### config.mk
export PLATFORM = sky130hd
export DESIGN_NAME = serial_write_buffer
export DESIGN_NICKNAME = d
export VERILOG_FILES = /design/src/rtl/serial_write_buffer.sv
export SDC_FILE = /design/constraint.sdc
export NUM_CORES = 1
export LEC_CHECK = 0
export ABC_AREA = 1
export BUFFER_PORTS_ARGS = -buffer_cell sky130_fd_sc_hd__clkbuf_2
export CORE_UTILIZATION = 35
export CTS_BUF_LIST = sky130_fd_sc_hd__clkbuf_8
export DETAILED_ROUTE_END_ITERATION = 10
export PLACE_DENSITY = 0.52
export SYNTH_ARGS = -nofsm -noshare
export SYNTH_HDL_FRONTEND = slang
export SYNTH_SLANG_ARGS = --single-unit
### constraint.sdc
create_clock -name sys_clk -period 1.7 [get_ports sys_clk]
set_input_delay 0.085 -clock sys_clk [delete_from_list [all_inputs] [get_ports sys_clk]]
set_output_delay 0.085 -clock sys_clk [all_outputs]
set_load 0.005 [all_outputs]
### src/rtl/serial_write_buffer.sv
// Parallel-to-serial output stage: latches a word on start and shifts it out MSB first, one bit per write_sig.
// Optional SERIAL_WRITE_BUF_ERR_EN adds err_sig, pulsed on dropped or over-long start requests.
module serial_write_buffer #(
  parameter int BUF_SIZE = 8,
  localparam int WRITE_COUNT_SIZE = $clog2(BUF_SIZE + 1)
) (
  input  logic                        sys_clk,
  input  logic                        rst,
  input  logic                        start,
  input  logic                        write_sig,
  input  logic [BUF_SIZE-1:0]         data_in,
  input  logic [WRITE_COUNT_SIZE-1:0] write_count,
`ifdef SERIAL_WRITE_BUF_ERR_EN
  output logic                        err_sig,
`endif
  output logic                        data_out,
  output logic                        done_sig
);

  typedef enum logic {IDLE, SHIFT} state_t;

  localparam logic [WRITE_COUNT_SIZE-1:0] BUF_SIZE_W = WRITE_COUNT_SIZE'(BUF_SIZE);

  state_t                      state_reg, state_next;
  logic [BUF_SIZE-1:0]         shift_reg, shift_next;
  logic [WRITE_COUNT_SIZE-1:0] count_reg, count_next;
  logic                        data_out_reg, data_out_next;
  logic                        done_reg, done_next;
  logic [WRITE_COUNT_SIZE-1:0] eff_count;
  logic [BUF_SIZE-1:0]         load_word;

  // Left-align the requested bits so data_in[eff_count-1] lands at the MSB.
  assign eff_count = (write_count > BUF_SIZE_W) ? BUF_SIZE_W : write_count;
  assign load_word = data_in << (BUF_SIZE_W - eff_count);

  always_ff @(posedge sys_clk or negedge rst) begin
    if (!rst) begin
      state_reg    <= IDLE;
      shift_reg    <= '0;
      count_reg    <= '0;
      data_out_reg <= 1'b0;
      done_reg     <= 1'b1;
    end else begin
      state_reg    <= state_next;
      shift_reg    <= shift_next;
      count_reg    <= count_next;
      data_out_reg <= data_out_next;
      done_reg     <= done_next;
    end
  end

  always_comb begin
    state_next    = state_reg;
    shift_next    = shift_reg;
    count_next    = count_reg;
    data_out_next = data_out_reg;
    done_next     = done_reg;
    case (state_reg)
      IDLE: begin
        data_out_next = 1'b0;
        done_next     = 1'b1;
        if (start && (eff_count != '0)) begin
          shift_next    = load_word;
          count_next    = eff_count;
          data_out_next = load_word[BUF_SIZE-1];
          done_next     = 1'b0;
          state_next    = SHIFT;
        end
      end
      SHIFT: begin
        done_next = 1'b0;
        if (write_sig) begin
          shift_next = shift_reg << 1;
          count_next = count_reg - 1'b1;
          if (count_reg == WRITE_COUNT_SIZE'(1)) begin
            state_next    = IDLE;
            data_out_next = 1'b0;
            done_next     = 1'b1;
          end else begin
            data_out_next = shift_next[BUF_SIZE-1];
          end
        end
      end
      default: begin
        state_next    = IDLE;
        data_out_next = 1'b0;
        done_next     = 1'b1;
      end
    endcase
  end

  assign data_out = data_out_reg;
  assign done_sig = done_reg;

`ifdef SERIAL_WRITE_BUF_ERR_EN
  logic err_reg, err_next;

  // A start while busy is dropped; an over-long count is clamped. Both are flagged.
  assign err_next = start && ((state_reg == SHIFT) || (write_count > BUF_SIZE_W));

  always_ff @(posedge sys_clk or negedge rst) begin
    if (!rst) err_reg <= 1'b0;
    else      err_reg <= err_next;
  end

  assign err_sig = err_reg;
`endif

endmodule

==> flow_metrics.env <==
export IMPL_synth_fp_nets=171
export IMPL_antenna_found_initial=0
export IMPL_critPathMaxFanout=7
export IMPL_ys_seq_area_frac=0.307
export IMPL_ys_ff_latch=14
export IMPL_cts_made_buffers=3
export IMPL_slew_headroom=0.757
export IMPL_synth_area_mm2=0.00114
export IMPL_end_kind="register"
export IMPL_via_per_inst=4.75
export IMPL_h_tree_depth=1
export IMPL_arrival_ns=1.64
export IMPL_setup_violations=0
export IMPL_io_pins=18
export IMPL_post_route_period_util=0.863
export IMPL_syn_inst=152
export IMPL_final_hold_viol_count=0
export IMPL_die_area_mm2=0.00350
export IMPL_coreArea_mm2=0.00308
export IMPL_clkTransAtPathRegs_ns=0.07
export IMPL_cts_sinks=14
export IMPL_place_gp_congestion=0.854
export IMPL_synth_cell_types=31
export IMPL_crit_type="register to register"
export IMPL_num_rows=20
export IMPL_antennaDiodeCount=0
export IMPL_die_w_um=59.2
export IMPL_rsz0062_at_grt="no"
export IMPL_dp_hpwl_um=2070
export IMPL_regArea_um2=352
export IMPL_finalCriticalPeriod_ns=1.47
export IMPL_status="complete, no violations"
export IMPL_cts_tree="yes"
export IMPL_finalInstanceArea_mm2=0.00141
export IMPL_start_util=0.372
export IMPL_cp_required_ns=1.88
export IMPL_drv_cap=0
export IMPL_grt_use_total=0.168
export IMPL_drt_pass1_iterations=6
export IMPL_dpl_instance_area_mm2=0.00134
export IMPL_die_y_um=59.2
export IMPL_drive_gt1_frac=0.346
export IMPL_drc=0
export IMPL_drv_slew=0
export IMPL_reg2reg_slack_ns=0.23
export IMPL_fin_nets=202
export IMPL_powerDensity_mw_per_mm2=1320
export IMPL_hold_path_class="input port to register"
export IMPL_vias=1073
export IMPL_yosysWarnings=0
export IMPL_fmax_mhz=682
export IMPL_fin_tns_setup_ns=0
export IMPL_overflow=0
export IMPL_multi_input_area_um2=669
export IMPL_worstSetupStartpointType="register"
export IMPL_p_leak_uw=0.000698
export IMPL_grt_max_degree=15
export IMPL_clkLatencyLatePin_ns=0.25
export IMPL_largest_register_ffs=7
export IMPL_drt_iter0_drc=35
export IMPL_area_growth_synth_to_final_pct=22.8
export IMPL_ant_nets=0
export IMPL_syn_area_per_cell_um2=7.53
export IMPL_cts_resized=0
export IMPL_fin_worst_skew_ns=0.00663
export IMPL_grt_pass1_wl_um=4400
export IMPL_clockBufferDepth=2
export IMPL_post_drt_wl_per_cell_um=11.1
export IMPL_tightest_slew_ns=0.365
export IMPL_vdd_ir_drop_worst_mv=0.648
export IMPL_wl_um=2520
export IMPL_grt_pass1_vias=1045
export IMPL_fill_cells=331
export IMPL_cts_root_buffer="clkbuf_8"
export IMPL_io_buffer_count=17
-- path summary, 6_finish.rpt --
kind,startpoint,to,cells past startpoint
max,state_reg,shift_reg[4],7
min,data_in[0],shift_reg[0],3
max reg2reg,state_reg,shift_reg[4],7
min reg2reg,shift_reg[0],shift_reg[0],2
max in group asynchronous,rst,done_sig,2
min in group asynchronous,rst,data_out,2
-- cells by family after synthesis --
family / share of synthesized area
AND/OR/NAND/NOR: 0.375
adder cells (fa/ha/maj): 0.0328
flip-flops: 0.307
AO/OA/AOI/OAI: 0.155
XOR/XNOR: 0.0219
buffers and inverters: 0.108
-- final cells by class --
type,count,area share
clock buffers,4,0.0391
well taps,44,0.0391
repair buffers,30,0.132
inverters,24,0.0641
flip-flops and latches,14,0.250
multi-input cells,110,0.476
-- synthesized netlist by cell type, drive strengths merged --
cell | number | area (µm²)
nand2 | 31 | 173
nand3 | 27 | 165
inv | 23 | 86.3
a21oi | 16 | 106
dfrtp | 13 | 325
nor2 | 13 | 56.3
o21ai | 9 | 48.8
buf | 4 | 33.8
ha | 3 | 37.5
nand4 | 2 | 12.5
nor3 | 2 | 10.0
o211ai | 2 | 15.0
or2 | 2 | 12.5
xor2 | 2 | 25.0
clkinv | 1 | 3.75
dfstp | 1 | 26.3
o31ai | 1 | 7.51
-- routing by layer --
metal / up-vias / part of all wire / GRT usage
met1: 492 / 0.48 / 0.225
met4: 0 / 0.0036 / 0.0306
met3: 2 / 0.049 / 0.0393
met2: 22 / 0.47 / 0.278
met5: - / 0 / 0
li1: 557 / - / -
-- cells in the final DEF, fill, tap and decap left out, types with 2 or more instances in the layout --
master    count
ha_1          3
a21oi_2       4
o21ai_0       4
nand3_1      21
nor2_2        3
nand2_4       4
buf_4        12
nand4_1       2
nand3_2       6
nand2_2       4
o211ai_1      2
nor2_1       10
nand2_1      22
nor3_1        2
dfrtp_1      13
inv_2         3
inv_1        20
a21oi_1      11
clkbuf_8      4
o21ai_1       4
clkbuf_2     17
-- metrics by stage --
step                      hold slack (ns)  setup slack [ns]  total power [µW]   util  std cells
final                               0.118             0.234              1850  0.457        226
after global routing                0.140            0.0597              2030  0.457        226
after global placement             0.0137            0.0738              1530  0.436        221
after floorplan                    -0.211            0.0529              1270      -        152
after CTS                           0.113             0.225              1870  0.457        226
after detailed placement           0.0127            0.0439              1530  0.436        221
-- report_power, final --
group | internal, µW | switching [µW] | total [µW]
Sequential | 501 | 104 | 605
Clock | 205 | 128 | 333
Combinational | 395 | 522 | 916
Total | 1100 | 753 | 1850
-- worst max-delay path, stage by stage, from the launching register on --
cell and delay (ns):
dfrtp_1 0.48, inv_1 0.23, nand2_2 0.13, nor2_2 0.21, inv_1 0.09, o21ai_1 0.08, nand2_1 0.08, a21oi_2 0.10
-- timing repair --
action,in CTS,in global routing
setup endpoints to repair,0,0
endpoints found under the hold margin,13,0
setup buffers,0,0
hold buffers,1,0
Note: power is estimated with default switching activity, not from simulation.
